--- src/rtl/aven_bank_sched_pkg.sv ---
// Shared encodings and sizing for the noise-averaging bank sequencer.
// N_SC_DEF carries the default samples-per-symbol count.
package aven_bank_sched_pkg;

    localparam int N_SC_DEF = 64;

    localparam int N_BANK = 4;

    typedef enum logic [2:0] {
        ST_IDLE  = 3'd0,
        ST_FILL  = 3'd1,
        ST_DRAIN = 3'd2,
        ST_DONE  = 3'd3,
        ST_ABORT = 3'd4
    } state_t;

    function automatic logic [N_BANK-1:0] bank_onehot(input logic [1:0] idx);
        return N_BANK'(1) << idx;
    endfunction

endpackage

--- src/rtl/aven_bank_sched.sv ---
// Steers four consecutive N_SC-sample symbols into four bank FIFOs, then reads
// all banks in lockstep so the averaging adder tree sees aligned operands.
module aven_bank_sched
    import aven_bank_sched_pkg::*;
#(
    parameter int N_SC  = N_SC_DEF,
    parameter int CNT_W = 12
) (
    input  logic              i_clk,
    input  logic              i_rst_n,
    input  logic              i_frame_start,
    input  logic              i_din_vld,
    input  logic [N_BANK-1:0] i_bank_full,
    input  logic [N_BANK-1:0] i_bank_empty,
    output logic [N_BANK-1:0] o_bank_wr_en,
    output logic              o_bank_rd_en,
    output logic              o_bank_flush,
    output logic              o_busy,
    output logic              o_done,
    output logic              o_err_ovf,
    output logic              o_err_abort
);

    localparam logic [CNT_W-1:0] SC_LAST = CNT_W'(N_SC - 1);
    localparam logic [CNT_W-1:0] SC_FULL = CNT_W'(N_SC);
    localparam logic [1:0]       SYM_LAST = 2'(N_BANK - 1);

    state_t             r_state;
    logic [CNT_W-1:0]   r_sc_cnt;
    logic [1:0]         r_sym_cnt;
    logic [CNT_W-1:0]   r_rd_cnt;

    logic [N_BANK-1:0]  r_wr_en;
    logic               r_rd_en;
    logic               r_flush;
    logic               r_done;
    logic               r_err_ovf;
    logic               r_err_abort;

    state_t             w_state_nxt;
    logic [CNT_W-1:0]   w_sc_nxt;
    logic [1:0]         w_sym_nxt;
    logic [CNT_W-1:0]   w_rd_cnt_nxt;
    logic [N_BANK-1:0]  w_wr_nxt;
    logic               w_rd_nxt;
    logic               w_flush_nxt;
    logic               w_done_nxt;
    logic               w_ovf_nxt;
    logic               w_abort_nxt;
    logic               w_sample;
    logic               w_go_abort;

    always_comb begin
        w_state_nxt  = r_state;
        w_sc_nxt     = r_sc_cnt;
        w_sym_nxt    = r_sym_cnt;
        w_rd_cnt_nxt = r_rd_cnt;
        w_wr_nxt     = '0;
        w_rd_nxt     = 1'b0;
        w_flush_nxt  = 1'b0;
        w_done_nxt   = 1'b0;
        w_ovf_nxt    = r_err_ovf;
        w_abort_nxt  = r_err_abort;
        w_sample     = 1'b0;
        w_go_abort   = 1'b0;

        case (r_state)
            ST_IDLE, ST_DONE: begin
                w_done_nxt = (r_state == ST_DONE);
                if (i_frame_start) begin
                    // Accepting a frame clears history; a same-cycle strobe is sample 0 of bank 0.
                    w_state_nxt  = ST_FILL;
                    w_sc_nxt     = '0;
                    w_sym_nxt    = '0;
                    w_rd_cnt_nxt = '0;
                    w_ovf_nxt    = 1'b0;
                    w_abort_nxt  = 1'b0;
                    w_sample     = i_din_vld;
                end else begin
                    w_state_nxt = ST_IDLE;
                    if (i_din_vld) w_ovf_nxt = 1'b1;
                end
            end
            ST_FILL: begin
                if (i_frame_start) w_go_abort = 1'b1;
                else               w_sample   = i_din_vld;
            end
            ST_DRAIN: begin
                if (i_frame_start) begin
                    w_go_abort = 1'b1;
                end else begin
                    if (i_din_vld) w_ovf_nxt = 1'b1;
                    // Read only when every bank can supply an operand, keeping the banks in lockstep.
                    if (!(|i_bank_empty) && (r_rd_cnt < SC_FULL)) begin
                        w_rd_nxt     = 1'b1;
                        w_rd_cnt_nxt = r_rd_cnt + 1'b1;
                        if (r_rd_cnt == SC_LAST) w_state_nxt = ST_DONE;
                    end
                end
            end
            ST_ABORT: begin
                w_state_nxt = ST_IDLE;
                if (i_din_vld) w_ovf_nxt = 1'b1;
            end
            default: begin
                w_state_nxt = ST_IDLE;
            end
        endcase

        if (w_go_abort) begin
            w_state_nxt  = ST_ABORT;
            w_flush_nxt  = 1'b1;
            w_abort_nxt  = 1'b1;
            w_sc_nxt     = '0;
            w_sym_nxt    = '0;
            w_rd_cnt_nxt = '0;
        end

        if (w_sample) begin
            if (i_bank_full[w_sym_nxt]) w_ovf_nxt = 1'b1;
            else                        w_wr_nxt  = bank_onehot(w_sym_nxt);
            if (w_sc_nxt == SC_LAST) begin
                w_sc_nxt = '0;
                if (w_sym_nxt == SYM_LAST) w_state_nxt = ST_DRAIN;
                else                       w_sym_nxt   = w_sym_nxt + 1'b1;
            end else begin
                w_sc_nxt = w_sc_nxt + 1'b1;
            end
        end
    end

    always_ff @(posedge i_clk or negedge i_rst_n) begin
        if (!i_rst_n) begin
            r_state   <= ST_IDLE;
            r_sc_cnt  <= '0;
            r_sym_cnt <= '0;
            r_rd_cnt  <= '0;
        end else begin
            r_state   <= w_state_nxt;
            r_sc_cnt  <= w_sc_nxt;
            r_sym_cnt <= w_sym_nxt;
            r_rd_cnt  <= w_rd_cnt_nxt;
        end
    end

    // Registered strobes land one cycle after the decision, matching the external data delay.
    always_ff @(posedge i_clk or negedge i_rst_n) begin
        if (!i_rst_n) begin
            r_wr_en     <= '0;
            r_rd_en     <= 1'b0;
            r_flush     <= 1'b0;
            r_done      <= 1'b0;
            r_err_ovf   <= 1'b0;
            r_err_abort <= 1'b0;
        end else begin
            r_wr_en     <= w_wr_nxt;
            r_rd_en     <= w_rd_nxt;
            r_flush     <= w_flush_nxt;
            r_done      <= w_done_nxt;
            r_err_ovf   <= w_ovf_nxt;
            r_err_abort <= w_abort_nxt;
        end
    end

    assign o_bank_wr_en = r_wr_en;
    assign o_bank_rd_en = r_rd_en;
    assign o_bank_flush = r_flush;
    assign o_busy       = (r_state == ST_FILL) || (r_state == ST_DRAIN);
    assign o_done       = r_done;
    assign o_err_ovf    = r_err_ovf;
    assign o_err_abort  = r_err_abort;

endmodule

--- config.mk ---
export PLATFORM = sky130hd
export DESIGN_NAME = aven_bank_sched
export DESIGN_NICKNAME = d
export VERILOG_FILES = /design/src/rtl/aven_bank_sched_pkg.sv /design/src/rtl/aven_bank_sched.sv
export SDC_FILE = /design/constraint.sdc
export NUM_CORES = 1
export LEC_CHECK = 0
export CORE_MARGIN = 2
export CORE_UTILIZATION = 50
export DETAILED_ROUTE_END_ITERATION = 8
export PLACE_DENSITY = 0.75
export SLEW_MARGIN = 0
export SYNTH_ARGS = -nofsm -noshare
export SYNTH_HDL_FRONTEND = slang
export SYNTH_SLANG_ARGS = --single-unit
--- constraint.sdc ---
create_clock -name i_clk -period 2.05 [get_ports i_clk]
set_input_delay 0.41 -clock i_clk [delete_from_list [all_inputs] [get_ports i_clk]]
set_output_delay 0.41 -clock i_clk [all_outputs]
set_load 0.02 [all_outputs]
# Word-level counts from Yosys, hierarchy flattened
# Cells that the tools add are included.
dict set report op_classes {
  addsub 3
  order_cmp 2
  eq_ne 10
  shift 1
  mux 48
  n_reduce_logical 12
}
# op n
set op_table {}
lappend op_table {{$mux 12} 9}
lappend op_table {{$add 12x1->12 const B} 2}
lappend op_table {{$eq 12x6->1 const B} 2}
lappend op_table {{$pmux 12 s2} 1}
lappend op_table {{$mux 3} 7}
lappend op_table {{$mux 1} 19}
lappend op_table {{$lt 12x7->1 const B} 1}
lappend op_table {{$mux 2} 6}
lappend op_table {{$ne 3x3->1 const B} 3}
lappend op_table {{$pmux 3 s3} 1}
lappend op_table {{$mux 4} 2}
lappend op_table {{$eq 3x2->1 const B} 2}
lappend op_table {{$reduce_and 4->1} 1}
lappend op_table {{$reduce_bool 2->1} 2}
lappend op_table {{$reduce_or 2->1} 2}
lappend op_table {{$reduce_or 4->1} 1}
lappend op_table {{$shl 1x2->4 const A} 1}
lappend op_table {{$eq 3x1->1 const B} 1}
lappend op_table {{$eq 3x3->1 const B} 1}
lappend op_table {{$logic_not 3->1} 1}
lappend op_table {{$lt 2x3->1 const B} 1}
lappend op_table {{$pmux 1 s3} 1}
lappend op_table {{$reduce_bool 3->1} 1}
lappend op_table {{$add 2x1->2 const B} 1}
lappend op_table {{7 further kinds} 7}
dict set report word_totals {
  register_bits 38
  inputBits 12
  output_inout_bits 10
  wordCells 86
}

# Logic depth before layout (Yosys ltp)
dict set report depth {
  depth_word 10
  depth_mapped 10
  mapped_depth_nobuf 7
}

# Worst setup path before layout
# Ideal clock, no wire load.
dict set report synth_timing {
  kind {register to register}
  from {register r_state[2]}
  to {register r_sc_cnt[10]}
  setup_ns 0.078
  arrival_ns 2.206
  required_time_ns 1.972
  slack_ns -0.234
  path_stages_with_launch 11
  n_path_buf 3
  period_less_slack_ns 2.284
  path_cell_list {dfrtp_1 -> buf_2 -> nand2b_1 -> buf_2 -> and2_1 -> ha_1 -> and4b_1 -> o211ai_2 -> buf_6 -> or4_1 -> a21oi_1}
}
dict set report synth_between {
  elab_chain_len 7
  word_cells_on_any_way 14
  cone_classes {add/sub (1); eq/ne (4); mux (6); reduce/logical (3)}
}
# item line
set synth_rtl {}
lappend synth_rtl {{from (decl)} aven_bank_sched.sv:28} ;# state_t r_state;
lappend synth_rtl {{from (signal assigned)} aven_bank_sched.sv:139} ;# r_state <= w_state_nxt;
lappend synth_rtl {{$eq 3x2->1 (tied with other cells)} aven_bank_sched.sv:67} ;# case (r_state)
lappend synth_rtl {{$reduce_or 2->1, on equally long branches} -}
lappend synth_rtl {{$mux 12 or $mux 1 (tied branches)} -}
lappend synth_rtl {{$mux 12} aven_bank_sched.sv:110} ;# if (w_go_abort) begin
lappend synth_rtl {{$add 12x1->12 or $eq 12x6->1 (tied branches)} {aven_bank_sched.sv:127, aven_bank_sched.sv:122}}
lappend synth_rtl {{$mux 12} aven_bank_sched.sv:122} ;# if (w_sc_nxt == SC_LAST) begin
lappend synth_rtl {{$mux 12 (*)} aven_bank_sched.sv:119} ;# if (w_sample) begin
lappend synth_rtl {{via w_sc_nxt[10]} aven_bank_sched.sv:41} ;# logic [CNT_W-1:0] w_sc_nxt;
lappend synth_rtl {{to (signal assigned)} aven_bank_sched.sv:140} ;# r_sc_cnt <= w_sc_nxt;
lappend synth_rtl {{to (decl)} aven_bank_sched.sv:29} ;# logic [CNT_W-1:0] r_sc_cnt;
# Mark *: on every way through the listed nets, which the timed path passes. The rest lies on a longest branch.
# A chain may end at the register's enable or synchronous reset.

# Worst setup path in the final report
dict set report layout_timing {
  from {register r_state[2]}
  to {register r_state[0]}
}
dict set report layout_between {
  elab_chain_len 8
  word_cells_on_any_way 19
  cone_classes {eq/ne (5); mux (11); reduce/logical (3)}
}
# item line
set layout_rtl {}
lappend layout_rtl {{$eq 3x2->1 (tied with other cells)} aven_bank_sched.sv:67}
lappend layout_rtl {{$reduce_or 2->1, on equally long branches} -}
lappend layout_rtl {{$mux 2 or $mux 1 (tied branches)} -}
lappend layout_rtl {{$mux 2} aven_bank_sched.sv:110}
lappend layout_rtl {{$eq 2x2->1} aven_bank_sched.sv:124} ;# if (w_sym_nxt == SYM_LAST) w_state_nxt = ST_DRAIN;
lappend layout_rtl {{$mux 3} aven_bank_sched.sv:124}
lappend layout_rtl {{$mux 3} aven_bank_sched.sv:122}
lappend layout_rtl {{$mux 3 (*)} aven_bank_sched.sv:119}
lappend layout_rtl {{via w_state_nxt[0]} aven_bank_sched.sv:40} ;# state_t w_state_nxt;
# Marks and branches as above.

==> impl_metrics.csv <==
group,metric,value,unit
place,numPortBuffers,21,
global_route,grt_max_degree,39,
synthesis,yosysWarningCount,0,
timing,hold_viol_final,0,
detailed_routing,ant_nets,0,
clock_tree,numClockSinks,38,
clock_tree,clk-insertion-delay-late,0.29,ns
power,internal_power,1362,µW
detailed_routing,post_drt_wl_per_cell,16.07,µm
synthesis,seq_area_frac_synth,47.95,%
cells_and_area,area_delta_synth_final,24.10,%
power,combPwrFrac,29.5,%
power,p_clk_share,26.6,%
place,dp_hpwl,3244,µm
clock_tree,cts_buffer_depth,2,
run_status,status,"completed",
floorplanning,die-area,4486,µm²
synthesis,synth_most_common_cell,"dfrtp_1",
synthesis,ys_types,52,
timing,slew_headroom,44.38,%
timing,hold_ws,0.2195,ns
worst_setup_path,path_cells,"nand2b_4 > and2_4 > ha_4 > and4b_1 > o211ai_4 > nor4_2 > buf_4 > a2111oi_2",
synthesis,synth_fp_nets,207,
power,swShare,30.80,%
global_route,grt_overflow,0,
worst_setup_path,worst-setup-path-type,"register to register",
floorplanning,start_util,52.97,%
synthesis,synthArstFlopShare,100.0,%
synthesis,synth_top_area_cell,"dfrtp_1",
cells_and_area,utilization,65.74,%
place,placed_cells,271,
floorplanning,die_h,66.98,µm
clock_tree,cts_tree,"built",
timing,slew_viol_final,0,
worst_setup_path,cp_slowest_cell,"dfrtp_1",
timing,tightest_slew,0.8343,ns
clock_tree,htree_levels,2,
detailed_routing,drt_pass1_iterations,4,
synthesis,syn_area,1983,µm²
power,ir_worst_vdd,0.5752,mV
job,cap_violations,0,
synthesis,synthTopCellsByCount,"dfrtp_1 (38), nand3_1 (16), nor2_1 (14)",
synthesis,synth-edff-count,0,
cells_and_area,nNetsFinal,244,
clock_tree,cts_hold_buffers,0,
floorplanning,coreArea,3744,µm²
detailed_routing,drt_drc_violations_left,0,
worst_setup_path,cp_max_fo,7,
synthesis,postSynthAreaPerCell,10.28,µm²
global_route,grt_pass1_wl,7659,µm
power,p_sw,606.0,µW
synthesis,synth.area.top_cells,"dfrtp_1 (48%), nand3_1 (4.0%), and2_1 (2.8%), nor2_1 (2.6%), nand2_1 (2.5%)",
timing,fmax,528.8,MHz
power,cellLeakagePower,0.001092,µW
global_route,grt_pass1_vias,1663,
worst_hold_path,hold_class,"input port to async pin",
worst_setup_path,arrival,2.06,ns
detailed_routing,routed_wirelength,4483,µm
detailed_routing,drt-initial-drc-count,138,
cells_and_area,fill_cells,305,
worst_setup_path,required,2.22,ns
place,place_congestion,0.8882,
worst_setup_path,start_kind,"register",
worst_setup_path,path_buf_inv,1,
global_route,antenna_found_initial,0,
timing,final-setup-viol-count,0,
detailed_routing,vias,1683,
power,power_frac_seq,43.8,%
clock_tree,cts_buffers,5,
floorplanning,die_w,66.98,µm
clock_tree,cts_setup_buffers,0,
cells_and_area,n_antenna_cell,0,
cells_and_area,drive_above_1_share,20.35,%
synthesis,postSynthCellCount,193,
cells_and_area,finish.cell_count_without_fillers,279,
worst_setup_path,cp-end-kind,"register",
clock_tree,root_buffer,"clkbuf_8",
worst_setup_path,cpPeakStageDelay,0.38,ns
clock_tree,clk_pin_slew_worst_paths,0.07,ns
synthesis,synth_top_flop_cell,"dfrtp_1",
timing,fin_crit,1.891,ns
timing,skew,0.005637,ns
timing,min_period_over_period,92.25,%
synthesis,synth_top_area_share,47.95,%
floorplanning,ioPinCount,22,
global_route,track_usage,22.88,%
power,powerDensity,799.5,nW/µm²
worst_setup_path,critical-path-top-delay-family,"simple AND/OR/NAND/NOR gates",
synthesis,ys_seq_elements,38,
timing,rsz0062_at_grt,"no",
detailed_routing,avgViaCountPerCell,6.032,
floorplanning,row_count,22,
[logic make-up after synthesis]
group | count (synthesis) | share of synthesized area [%]
AOI/OAI and AO/OA | 43 | 16.28
xor gates and xnor gates | 4 | 2.713
adders and majority gates | 2 | 1.262
buffers and inverters | 14 | 3.785
DFF | 38 | 47.95
muxes | 4 | 2.208
and+or+nand+nor | 88 | 25.80
[per-layer routing]
layer / GRT usage [%] / vias to the layer above / wire length, µm
li1: - / 784 / -
met1: 27.16 / 841 / 1880
met2: 39.50 / 48 / 2353
met3: 6.250 / 10 / 177
met4: 8.163 / 0 / 72
met5: 0 / - / 0
[layout by cell type, fill, tap and decap left out, types with 5 or more instances in the layout]
cell type        count
nor2_1              14
o31ai_1              5
o21ai_0              5
a21oi_1              7
dfrtp_1             38
clkbuf_8             6
buf_4               20
nand2_1             13
nand3_1             16
and2_1               7
o21a_1               5
clkdlybuf4s50_1     18
[area by class of cell]
class	instances	area [µm²]	area share, %
clock buffers	7	86.33	3.508
clock inverters	1	5.005	0.2034
inverters	3	11.26	0.4575
multi-input cells	141	994.7	40.42
flip-flops and latches	38	950.9	38.64
well taps	48	60.06	2.440
repair buffers	41	352.8	14.34
[path summary, 6_finish.rpt]
check / start / to / slack [ns] / cells after the start
worst min register to register: o_err_abort$_DFFE_PN0P_ / o_err_abort$_DFFE_PN0P_ / 0.49 / 1
worst max-delay path: r_state[2]$_DFF_PN0_ / r_state[0]$_DFF_PN0_ / 0.16 / 8
worst min-delay path: i_rst_n / o_bank_wr_en[0]$_DFF_PN0_ / 0.22 / 1
worst max register to register: r_state[2]$_DFF_PN0_ / r_state[0]$_DFF_PN0_ / 0.16 / 8
max in group asynchronous: i_rst_n / r_rd_cnt[1]$_DFFE_PN0P_ / 1.30 / 1
min in group i_clk: o_err_abort$_DFFE_PN0P_ / o_err_abort$_DFFE_PN0P_ / 0.49 / 1
[sequential cells by signal, indices dropped and copies added, names as in the netlist]
register      count
o_bank_flush      1
o_bank_rd_en      1
o_bank_wr_en      4
o_done            1
o_err_abort       1
o_err_ovf         1
r_rd_cnt         12
r_sc_cnt         12
r_state           3
r_sym_cnt         2
[per-stage QoR]
stage | cell area [µm²] | total power (µW) | worst slack [ns] | TNS [ns]
2_1_floorplan | 2021 | 1215 | -0.08310 | -0.08310
3_3_place_gp | 2360 | 1435 | -0.2658 | -3.347
3_5_place_dp | 2360 | 1457 | -0.3711 | -4.490
4_1_cts | 2461 | 1979 | 0.1423 | 0
5_1_grt | 2461 | 2068 | 0.04960 | 0
6_report | 2461 | 1968 | 0.1588 | 0
[power groups by stage]
stage | registers [µW] | clock network, µW | logic (µW)
after CTS | 861 | 537 | 581
after detailed placement | 874 | 0 | 582
final | 862 | 524 | 581
after floorplan | 889 | 0 | 326
after global routing | 870 | 572 | 626
after global placement | 870 | 0 | 565
[repair_timing]
action,CTS,global route
endpoints found under the setup margin,5,0
gates resized for setup,4,0
hold endpoints to repair,0,0
Note: power is estimated with default switching activity, not from simulation.
